$ cat config.mk
export PLATFORM = sky130hd
export DESIGN_NAME = pkt_seq_generator_flat
export DESIGN_NICKNAME = d
export VERILOG_FILES = /design/src/rtl/pkt_seq_generator_pkg.sv /design/src/rtl/pkt_seq_generator_if.sv /design/src/rtl/pkt_seq_generator_seq_word_counter.sv /design/src/rtl/pkt_seq_generator.sv /design/src/flat_wrapper.sv
export SDC_FILE = /design/constraint.sdc
export NUM_CORES = 1
export LEC_CHECK = 0
export BUFFER_PORTS_ARGS = -buffer_cell sky130_fd_sc_hd__buf_2
export CAP_MARGIN = 10
export CORE_MARGIN = 3
export CORE_UTILIZATION = 47
export DETAILED_ROUTE_END_ITERATION = 16
export MAX_ROUTING_LAYER = met4
export PLACE_DENSITY = 0.75
export SYNTH_ARGS = -nofsm -noshare
export SYNTH_HDL_FRONTEND = slang
export SYNTH_SLANG_ARGS = --single-unit
$ cat constraint.sdc
create_clock -name clk -period 1.8 [get_ports clk]
set_clock_uncertainty 0.2 [all_clocks]
set_input_delay 0.27 -clock clk [delete_from_list [all_inputs] [get_ports clk]]
set_output_delay 0.27 -clock clk [all_outputs]
set_load 0.01 [all_outputs]
$ cat src/rtl/pkt_seq_generator_pkg.sv
// ---------------------------------------------------------------------------
// pkt_seq_generator_pkg : shared FSM encodings, defaults and counter opcodes
// Revision: 1.0
// ---------------------------------------------------------------------------
`default_nettype none

package pkt_seq_generator_pkg;

  localparam int DEF_BUS_SIZE  = 16;
  localparam int DEF_WORD_SIZE = 4;
  localparam int CNT_W         = 16;

  typedef enum logic [1:0] {
    ST_IDLE   = 2'd0,
    ST_RUN    = 2'd1,
    ST_RESYNC = 2'd2
  } state_e;

  typedef enum logic [1:0] {
    CNT_HOLD  = 2'd0,
    CNT_CLR   = 2'd1,
    CNT_LOAD1 = 2'd2,
    CNT_INC   = 2'd3
  } cnt_op_e;

  // All-ones header code for a given word width.
  function automatic logic [31:0] def_f_code(input int word_size);
    return (32'd1 << word_size) - 32'd1;
  endfunction

endpackage

`default_nettype wire

$ cat src/rtl/pkt_seq_generator_if.sv
// ---------------------------------------------------------------------------
// pkt_seq_generator_if : control inputs and generated-word bus of the generator
// Revision: 1.0
// ---------------------------------------------------------------------------
`default_nettype none

interface pkt_seq_generator_if #(
  parameter int BUS_SIZE = 16
);
  logic                enable;
  logic                inj_hdr_err;
  logic                inj_seq_err;
  logic [BUS_SIZE-1:0] data_bus;
  logic                valid;
  logic                inj_ack;
  logic [15:0]         pkt_count;

  modport master (
    input  enable, inj_hdr_err, inj_seq_err,
    output data_bus, valid, inj_ack, pkt_count
  );

  modport slave (
    output enable, inj_hdr_err, inj_seq_err,
    input  data_bus, valid, inj_ack, pkt_count
  );
endinterface

`default_nettype wire

$ cat src/rtl/pkt_seq_generator_seq_word_counter.sv
// ---------------------------------------------------------------------------
// seq_word_counter : WORD_SIZE-bit sequence counter (clear, load-1, wrap-inc)
// Revision: 1.0
// ---------------------------------------------------------------------------
`default_nettype none

module seq_word_counter
  import pkt_seq_generator_pkg::*;
#(
  parameter int WORD_SIZE = 4
) (
  input  wire logic                 clk,
  input  wire logic                 reset,
  input  cnt_op_e                   op_i,
  output logic      [WORD_SIZE-1:0] seq_o
);

  localparam logic [WORD_SIZE-1:0] C_ONE = {{(WORD_SIZE-1){1'b0}}, 1'b1};

  logic [WORD_SIZE-1:0] seq_q;
  logic [WORD_SIZE-1:0] seq_d;

  always_comb begin
    seq_d = seq_q;
    case (op_i)
      CNT_CLR:   seq_d = '0;
      CNT_LOAD1: seq_d = C_ONE;
      CNT_INC:   seq_d = seq_q + C_ONE;
      default:   seq_d = seq_q;
    endcase
  end

  always_ff @(posedge clk) begin
    if (!reset) seq_q <= C_ONE;
    else        seq_q <= seq_d;
  end

  assign seq_o = seq_q;

endmodule

`default_nettype wire

$ cat src/rtl/pkt_seq_generator.sv
// ---------------------------------------------------------------------------
// pkt_seq_generator : streams {header, payload, seq} words with error injection
// Revision: 1.0
// ---------------------------------------------------------------------------
`default_nettype none

module pkt_seq_generator
  import pkt_seq_generator_pkg::*;
#(
  parameter int                   BUS_SIZE  = DEF_BUS_SIZE,
  parameter int                   WORD_SIZE = DEF_WORD_SIZE,
  parameter logic [WORD_SIZE-1:0] F_CODE    = {WORD_SIZE{1'b1}}
) (
  input  wire logic               clk,
  input  wire logic               reset,
  pkt_seq_generator_if.master     bus
);

  localparam int WORD_NUM = BUS_SIZE / WORD_SIZE;
  localparam int LOW_W    = BUS_SIZE - WORD_SIZE;
  localparam int PAY_W    = (WORD_NUM - 2) * WORD_SIZE;

  state_e               state_q, state_d;
  cnt_op_e              cnt_op;
  logic [WORD_SIZE-1:0] seq;
  logic [BUS_SIZE-1:0]  data_bus_q, data_bus_d;
  logic                 valid_q, valid_d;
  logic                 inj_ack_q, inj_ack_d;
  logic [CNT_W-1:0]     pkt_count_q, pkt_count_d;

  logic                 w_emit;
  logic [WORD_SIZE-1:0] w_hdr;
  logic [WORD_SIZE-1:0] w_seq_field;
  logic [LOW_W-1:0]     w_payload_pos;
  logic [BUS_SIZE-1:0]  w_word;

  seq_word_counter #(
    .WORD_SIZE (WORD_SIZE)
  ) u_seq_cnt (
    .clk   (clk),
    .reset (reset),
    .op_i  (cnt_op),
    .seq_o (seq)
  );

  // Payload sits between header and seq, taken from the pre-increment count.
  if (PAY_W == 0) begin : g_no_payload
    assign w_payload_pos = '0;
  end else if (PAY_W <= CNT_W) begin : g_payload
    assign w_payload_pos = {pkt_count_q[PAY_W-1:0], {WORD_SIZE{1'b0}}};
  end else begin : g_payload_wide
    assign w_payload_pos = {{(PAY_W-CNT_W){1'b0}}, pkt_count_q, {WORD_SIZE{1'b0}}};
  end

  assign w_word = {w_hdr, w_payload_pos | LOW_W'(w_seq_field)};

  always_comb begin
    state_d     = state_q;
    cnt_op      = CNT_HOLD;
    w_emit      = 1'b0;
    w_hdr       = F_CODE;
    w_seq_field = seq;
    inj_ack_d   = 1'b0;

    case (state_q)
      ST_IDLE: begin
        if (bus.enable) begin
          w_emit  = 1'b1;
          cnt_op  = CNT_INC;
          state_d = ST_RUN;
        end else begin
          cnt_op  = CNT_LOAD1;
        end
      end

      ST_RUN: begin
        if (!bus.enable) begin
          cnt_op  = CNT_LOAD1;
          state_d = ST_IDLE;
        end else begin
          w_emit = 1'b1;
          // Header error takes precedence; clearing seq lets RESYNC emit 0.
          if (bus.inj_hdr_err) begin
            w_hdr     = ~F_CODE;
            inj_ack_d = 1'b1;
            cnt_op    = CNT_CLR;
            state_d   = ST_RESYNC;
          end else if (bus.inj_seq_err) begin
            w_seq_field = seq + {{(WORD_SIZE-1){1'b0}}, 1'b1};
            inj_ack_d   = 1'b1;
            cnt_op      = CNT_CLR;
            state_d     = ST_RESYNC;
          end else begin
            cnt_op = CNT_INC;
          end
        end
      end

      ST_RESYNC: begin
        cnt_op = CNT_LOAD1;
        if (bus.enable) begin
          w_emit  = 1'b1;
          state_d = ST_RUN;
        end else begin
          state_d = ST_IDLE;
        end
      end

      default: begin
        cnt_op  = CNT_LOAD1;
        state_d = ST_IDLE;
      end
    endcase

    data_bus_d  = w_emit ? w_word : '0;
    valid_d     = w_emit;
    pkt_count_d = (w_emit && (pkt_count_q != {CNT_W{1'b1}})) ?
                  pkt_count_q + {{(CNT_W-1){1'b0}}, 1'b1} : pkt_count_q;
  end

  always_ff @(posedge clk) begin
    if (!reset) begin
      state_q     <= ST_IDLE;
      data_bus_q  <= '0;
      valid_q     <= 1'b0;
      inj_ack_q   <= 1'b0;
      pkt_count_q <= '0;
    end else begin
      state_q     <= state_d;
      data_bus_q  <= data_bus_d;
      valid_q     <= valid_d;
      inj_ack_q   <= inj_ack_d;
      pkt_count_q <= pkt_count_d;
    end
  end

  assign bus.data_bus  = data_bus_q;
  assign bus.valid     = valid_q;
  assign bus.inj_ack   = inj_ack_q;
  assign bus.pkt_count = pkt_count_q;

endmodule

`default_nettype wire

$ cat src/flat_wrapper.sv
// flat-port wrapper written by rule: the top's interface ports become plain ports
module pkt_seq_generator_flat import pkt_seq_generator_pkg::*;
#(
  parameter int                   BUS_SIZE  = DEF_BUS_SIZE,
  parameter int                   WORD_SIZE = DEF_WORD_SIZE,
  parameter logic [WORD_SIZE-1:0] F_CODE    = {WORD_SIZE{1'b1}}
)
  (clk, reset, bus_enable, bus_inj_hdr_err, bus_inj_seq_err, bus_data_bus, bus_valid, bus_inj_ack, bus_pkt_count);
  pkt_seq_generator_if #(.BUS_SIZE(BUS_SIZE)) bus_i ();
  input  wire logic clk;
  input  wire logic reset;
  input wire logic [$bits(bus_i.enable)-1:0] bus_enable;
  input wire logic [$bits(bus_i.inj_hdr_err)-1:0] bus_inj_hdr_err;
  input wire logic [$bits(bus_i.inj_seq_err)-1:0] bus_inj_seq_err;
  output wire logic [$bits(bus_i.data_bus)-1:0] bus_data_bus;
  output wire logic [$bits(bus_i.valid)-1:0] bus_valid;
  output wire logic [$bits(bus_i.inj_ack)-1:0] bus_inj_ack;
  output wire logic [$bits(bus_i.pkt_count)-1:0] bus_pkt_count;
  assign bus_i.enable = bus_enable;
  assign bus_i.inj_hdr_err = bus_inj_hdr_err;
  assign bus_i.inj_seq_err = bus_inj_seq_err;
  assign bus_data_bus = bus_i.data_bus;
  assign bus_valid = bus_i.valid;
  assign bus_inj_ack = bus_i.inj_ack;
  assign bus_pkt_count = bus_i.pkt_count;
  pkt_seq_generator #(.BUS_SIZE(BUS_SIZE), .WORD_SIZE(WORD_SIZE), .F_CODE(F_CODE)) u_core (.clk(clk), .reset(reset), .bus(bus_i));
endmodule
# After elaboration in Yosys (flattened, before gate mapping)

Cells that the tools add are included.

Muxes and demuxes: 23
Reductions and logical operators: 7
Add/sub/neg operators: 2
Equal/unequal tests: 8
Bitwise gates (word level): 1

Operators with widths:

| cell                                           | count |
|---|---|
| two-way mux 4 bit                              | 7 |
| adder 16 x 1 -> 16 bit (second input constant) | 1 |
| inequality test 16 bit (second input constant) | 1 |
| two-way mux 2 bit                              | 7 |
| bitwise OR 12 x 4 -> 12 bit                    | 1 |
| one-hot mux 4 bit (3 select lines)             | 1 |
| == test 2 bit (second input constant)          | 3 |
| two-way mux 1 bit                              | 6 |
| one-hot mux 2 bit (3 select lines)             | 1 |
| adder 4 x 1 -> 4 bit (second input constant)   | 1 |
| == test 2 x 1 -> 1 bit (second input constant) | 2 |
| inequality test 4 bit (second input constant)  | 1 |
| one-hot mux 2 bit (2 select lines)             | 1 |
| AND reduction 2 bit                            | 2 |
| AND reduction 3 bit                            | 1 |
| nonzero test 3 bit                             | 1 |
| OR reduction 3 bit                             | 1 |
| logical NOT 2 bit                              | 1 |
| inequality test 2 bit (second input constant)  | 1 |
| logical AND 1 bit                              | 1 |

Input port bits: 5
Word-level logic and storage cells: 47
Flip-flop bits (word level): 40
Output and inout bits: 34

# Depth between registers and ports, before layout

Gate-level depths: netlist of run 1.

Word-level depth: 6
Gate-level depth with buffers: 6
Mapped depth without buffers: 5

# Hierarchy

A second synthesis of run 1 with hierarchy kept.

Cell total of the unflattened synthesis: 176
Area, all modules: 1,621.6 um^2

By module, submodules not included:

| module            | times used | area each (um^2) | cells each | seq. area each (um^2) |
|---|---|---|---|---|
| pkt_seq_generator | 1          | 1,435.1          | 153        | 660.6 |
| seq_word_counter  | 1          | 186.4            | 23         | 80.1 |

# Least setup slack after synthesis of run 1

OpenSTA, ideal clock, no wires.

Path type: reg-to-reg
Start point: reg u_core.pkt_count_q[2], in the netlist u_core.bus.pkt_count[2]
End point: reg u_core.pkt_count_q[13], in the netlist u_core.bus.pkt_count[13]
Cell stages (with the launch flop): 5
Setup time: 0.072 ns
Path buffers: 0
Path slack: 0.021 ns
Period minus slack after synthesis: 1.779 ns
Data required time: 1.528 ns
Arrival time: 1.507 ns
Cell sequence: dfxtp_1 > and4_4 > nand4_4 > or4_1 > a21oi_1

Longest elaborated chain between the ends: 2
Elaborated cells between the ends (all ways): 3
Those cells by class: 1 x add/sub; 1 x eq/ne; 1 x reduce/logical

Ends and longest elaborated chain:

| element                                                                        | line                     | source |
|---|---|---|
| start, declared                                                                | pkt_seq_generator.sv:29  | `logic [CNT_W-1:0] pkt_count_q, pkt_count_d;` |
| start signal, assigned                                                         | pkt_seq_generator.sv:133 | `pkt_count_q <= pkt_count_d;` |
| parallel branches: the longest is 2 deep, another holds adder 16 x 1 -> 16 bit | --                       |  |

Several ways; the timed one is not identified.
A chain may end at the register's enable or synchronous reset.

# Worst setup path after layout of run 1

Start point: reg u_core.pkt_count_q[14], in the netlist u_core.bus.pkt_count[14]
End point: reg u_core.pkt_count_q[13], in the netlist u_core.bus.pkt_count[13]

Longest elaborated chain between the ends: 2

Ends and longest elaborated chain:

| element                | line                     | source |
|---|---|---|
| inequality test 16 bit | pkt_seq_generator.sv:117 | `pkt_count_d = (w_emit && (pkt_count_q != {CNT_W{1'b1}})) ?` |
| logical AND 1 bit      | pkt_seq_generator.sv:117 |  |

No other way between the ends.

==> flow_summary.yaml, run 1 <==
synth:
  async_flop_share_pct: 0
  synth-edff-count: 0
  synthesis.area_sq_mm: 0.00157
  syn_nets: 174
  syn_inst: 167
  synth_warnings: 0
  synth.distinct_cells: 43
  ys_ff_latch: 37
  ys.flop_type: "dfxtp_1"
  syn_area_per_cell_sq_um: 9.38
  seq_area_frac_synth_pct: 47.3
pwr:
  p_per_area_mw_per_mm2: 742
  vdd_drop_max_mv: 0.466
  p_leak_uw: 0.000938
placement:
  dp_slack_ns: -0.0204
  dp_hpwl_um: 2640
  place_congestion: 0.883
  numPortBuffers: 38
sta:
  setup_viol: 0
  fin_crit_sh_pct: 97.9
  max_slew.worst_pin.slew_ns: 0.510
  postLayoutSetupSlackWorst_ns: 0.0383
  period_minus_slack_ns: 1.76
  rsz0062_at_grt: "true"
  max_clock_freq_mhz: 568
  hold_violations: 0
  drv_slew: 0
  max_slew_margin_pct: 65.7
run_status:
  status: "finished, final reports clean"
clocking:
  tritoncts: "yes"
  cts_sinks: 37
  clk_latency_ns: 0.35
  clk_pin_slew_ns: 0.11
  h-tree-depth: 2
  cts_made_buffers: 5
  cts_buffer_depth: 2
  holdBufCountCts: 0
  clockRootBuffer: "clkbuf_4"
global_route:
  antenna_found_initial: 0
  overflow: 0
  grt_pass1_vias: 1395
  grt_usage_pct: 20.4
  grt_pass1_wl_um: 6270
  grt_max_degree: 14
layout:
  n_fill_cell: 244
  area_delta_synth_final_pct: 33.1
  postLayoutCoreUtil_pct: 66.7
  drive_above_1_share_pct: 41.0
  nets: 235
  antenna_cells: 0
  multiInputGateArea_sq_um: 815
  regArea_sq_um: 746
floorplanning:
  die_area_sq_mm: 0.00406
  start_util_pct: 50.1
  rows: 20
  die_h_um: 63.7
  core_area_sq_mm: 0.00313
  die_x_um: 63.7
  ioPinCount: 39
drt:
  initialDrtViolationCount: 86
  finalWirelength_um: 3780
  wl_per_cell_um: 13.8
  dr.pass1.iters: 4
  antenna_left: 0
  drc: 0
  avgViaCountPerCell: 5.48
  via_count: 1496
setup_path:
  crit_fanout: 6
  critPathLaunchType: "flop"
  cp-end-kind: "flop"
  critical_path_required_ns: 1.89
  path_class: "reg2reg"
  worstPathArrival_ns: 1.85
min_path:
  hp-class: "in2reg"
flow_run:
  maxCapViolCount: 0
where the power goes:
part           switching (uW)  leakage (uW)  total (uW)  internal, uW
combinational            61.3      0.000591         107          45.5
sequential               9.50      0.000302         844           834
clock                     266     0.0000455         597           332
total                     337      0.000938        1550          1210
sequential cells by signal, indices dropped and copies added (netlist names):
name                    flops
u_core.bus.pkt_count       16
u_core.bus.data_bus        13
u_core.u_seq_cnt.seq_o      4
u_core.state_q              2
u_core.bus.inj_ack          1
u_core.bus.valid            1
routing by layer:
metal | global-route usage (%) | share of wire (%)
met1 | 23.3 | 41
met2 | 32.9 | 50
met3 | 6.68 | 6.7
met4 | 8.63 | 1.6
met5 | - | 0
Yosys cell counts, drive strengths merged (2+ instances only):
cell type	instances	share of area (%)
and3	13	5.4
nor3	4	1.3
nand2b	2	0.80
or4	3	1.4
ha	2	1.6
nand4	6	4.3
mux2i	3	1.9
nor4	2	1.2
and2	2	0.96
o31ai	5	2.4
and4	2	1.3
nand2	15	3.6
or3	6	2.5
a21oi	10	3.2
buf	4	1.8
dfxtp	37	47
nor2	11	2.6
inv	4	0.96
o21ai	8	2.6
xor2	3	1.7
nand3	7	2.2
clkbuf	3	0.72
cell families (layout without fill, tap and decap cells):
logic type | count (synthesis) | count (layout) | share of synthesized area, %
compound gates | 34 | 34 | 14.7
xor+xnor | 4 | 4 | 2.24
fa+ha+maj | 2 | 2 | 1.60
buf+inv | 12 | 74 | 3.67
flops | 37 | 37 | 47.3
mux | 3 | 3 | 1.92
simple gates | 75 | 75 | 28.6
worst max-delay path, stage by stage (launching register included):
cell,delay [ns]
dfxtp_1,0.37
and4_1,0.24
and3_2,0.25
or4_4,0.49
a21oi_2,0.15
repair_timing:
action	4_1_cts	5_1_grt
endpoints found under the setup margin	2	7
gates resized for setup	1	15
pin swaps	0	5
buffers inserted	1	1
final timing paths:
check / start / to / slack (ns) / cells after the start
worst min-delay path: bus_inj_seq_err / u_core.state_q[0] / 0.06 / 4
worst max register to register: u_core.bus.pkt_count[14] / u_core.bus.pkt_count[13] / 0.04 / 4
worst min register to register: u_core.bus.pkt_count[15] / u_core.bus.pkt_count[15] / 0.31 / 2
worst max-delay path: u_core.bus.pkt_count[14] / u_core.bus.pkt_count[13] / 0.04 / 4
stage by stage:
step	hold slack, ns	setup TNS, ns	cells	total power, uW	cell area, sq um
after global routing	0.0428	-0.0222	273	1630	2090
after global placement	0.285	0	263	960	1930
after CTS	0.0562	0	272	1560	2030
final	0.0561	0	273	1550	2090
after floorplan	0.213	0	167	922	1570
after detailed placement	0.288	-0.0204	263	965	1930
placed cells by master, fill, tap and decap left out, types with 2 or more instances in the layout:
| cell | count |
|---|---|
| buf_2 | 38 |
| dfxtp_1 | 33 |
| buf_4 | 22 |
| nand2_1 | 14 |
| nor2_1 | 11 |
| and3_1 | 10 |
| o21ai_0 | 8 |
| nand3_1 | 7 |
| a21oi_1 | 6 |
| or3_1 | 5 |
| o31ai_1 | 5 |
| clkbuf_4 | 5 |
| inv_1 | 4 |
| nand4_1 | 4 |
| a21oi_2 | 4 |
| nor3_1 | 4 |
| dfxtp_2 | 4 |
| and3_2 | 3 |
| xor2_1 | 3 |
| mux2i_1 | 3 |
| or4_4 | 3 |
| and2_2 | 2 |
| nand4_4 | 2 |
| nand2b_1 | 2 |
final cells by class:
cell class / instances / share of cell area, %
clock buffers: 7 / 2.64
repair buffers: 61 / 17.6
flip-flops and latches: 37 / 35.8
clock inverters: 1 / 1.44
inverters: 5 / 0.900
multi-input cells: 118 / 39.1
well taps: 44 / 2.64
Power figures use the tool's default switching activity.
==> run 2, diff against run 1 <==
RECOVER_POWER = 50   (was unset)
==> run 2 against run 1 <==
Compared with the run above: global-route usage did not move; fmax hardly changed; final area is the same; non-clock buffer count unchanged.
==> flow_summary.yaml, run 2 (synthesis results as in run 1) <==
sta:
  max_slew_margin_pct: 65.4
  period_minus_slack_ns: 1.76
  rsz0062_at_grt: "true"
  hold_violations: 0
  drv_slew: 0
  max_clock_freq_mhz: 567
  fin_crit_sh_pct: 97.9
  max_slew.worst_pin.slew_ns: 0.514
  setup_viol: 0
layout:
  postLayoutCoreUtil_pct: 66.7
  largest_reg_flops: 16
  instances_no_fill: 273
  area_delta_synth_final_pct: 33.1
  antenna_cells: 0
  drive_above_1_share_pct: 41.0
  nets: 235
  layout_common_cells: "buf_2, dfxtp_1, buf_4"
  final_common_cell: "buf_2"
setup_path:
  path_class: "reg2reg"
  slowest_stage: "or4_4"
  crit_fanout: 6
  cp-end-kind: "flop"
  critPathLaunchType: "flop"
  critical_path_required_ns: 1.90
  cp_cell_sequence: "and4_1 -> and3_2 -> or4_4 -> a21oi_2"
  slowest_delay_ns: 0.49
  worstPathArrival_ns: 1.86
floorplanning:
  die_h_um: 63.7
  start_util_pct: 50.1
  die_area_sq_mm: 0.00406
  die_x_um: 63.7
  core_area_sq_mm: 0.00313
  rows: 20
  ioPinCount: 39
min_path:
  hp-class: "in2reg"
pwr:
  vdd_drop_max_mv: 0.466
  total_power_uw: 1560
  p_per_area_mw_per_mm2: 746
  p_leak_uw: 0.000938
run_status:
  status: "finished, final reports clean"
drt:
  antenna_left: 0
  dr.pass1.iters: 4
  drc: 0
  finalWirelength_um: 3820
  via_count: 1507
  wl_per_cell_um: 14.0
  avgViaCountPerCell: 5.52
  initialDrtViolationCount: 86
clocking:
  tritoncts: "yes"
  clk_latency_ns: 0.36
  cts_buffer_depth: 2
  holdBufCountCts: 0
  clk_pin_slew_ns: 0.11
  cts_sinks: 37
  h-tree-depth: 2
  cts_made_buffers: 5
  clockRootBuffer: "clkbuf_4"
global_route:
  grt_pass1_wl_um: 6270
  grt_max_degree: 14
  grt_pass1_vias: 1395
  overflow: 0
  antenna_found_initial: 0
  grt_usage_pct: 20.4
placement:
  dp_hpwl_um: 2640
  dp_cells: 263
  numPortBuffers: 38
  place_congestion: 0.883
flow_run:
  maxCapViolCount: 0
==> run 2: cell counts in the layout (fill, tap and decap cells not counted) <==
No cell type changed its count.
==> run 2: power breakdown <==
group | switching (uW) | internal (uW) | leakage, uW
combinational | 61.6 | 45.4 | 0.000591
clock | 274 | 331 | 0.0000455
sequential | 9.36 | 834 | 0.000302
==> run 2: path summary, 6_finish.rpt <==
check / startpoint / endpoint / cells after the start / slack, ns
min: bus_inj_seq_err / u_core.state_q[0] / 4 / 0.04
min reg2reg: u_core.bus.pkt_count[15] / u_core.bus.pkt_count[15] / 2 / 0.31
max: u_core.bus.pkt_count[14] / u_core.bus.pkt_count[13] / 4 / 0.04
max reg2reg: u_core.bus.pkt_count[14] / u_core.bus.pkt_count[13] / 4 / 0.04
==> run 2: area by class of cell <==
cell class | count | area (sq um)
Clock inverter | 1 | 30.0
Inverter | 5 | 18.8
Multi-Input combinational cell | 118 | 815
Tap cell | 44 | 55.1
Sequential cell | 37 | 746
Timing Repair Buffer | 61 | 367
Fill cell | 244 | 1040
Clock buffer | 7 | 55.1
==> run 2: routing by layer <==
metal / vias to the layer above / part of all wire, % / track usage (%)
li1: 731 / - / -
met1: 709 / 41 / 23.3
met2: 57 / 50 / 32.9
met3: 10 / 7.0 / 6.68
met4: 0 / 2.1 / 8.63
met5: - / 0 / -
==> run 2: worst max-delay path, delay by kind of cell (launching register included) <==
kind            cells  cell delay, ns
compound gates      1            0.15
simple gates        3            0.98
flops               1            0.37
==> run 2: repair_timing <==
action                     in CTS  in global routing
pin swaps                       0                  5
gates resized for setup         1                 15
setup endpoints to repair       2                  7
setup buffers                   1                  1
gates cloned                    0                  0
==> run 2: per-stage QoR <==
stage	instance area (sq um)	hold WS (ns)	setup WS, ns	TNS (ns)
after floorplan	1570	0.213	0.0210	0
after global placement	1930	0.285	0.0507	0
after detailed placement	1930	0.288	-0.0204	-0.0204
after CTS	2030	0.0562	0.0188	0
after global routing	2090	0.0428	-0.0148	-0.0222
final	2090	0.0417	0.0379	0
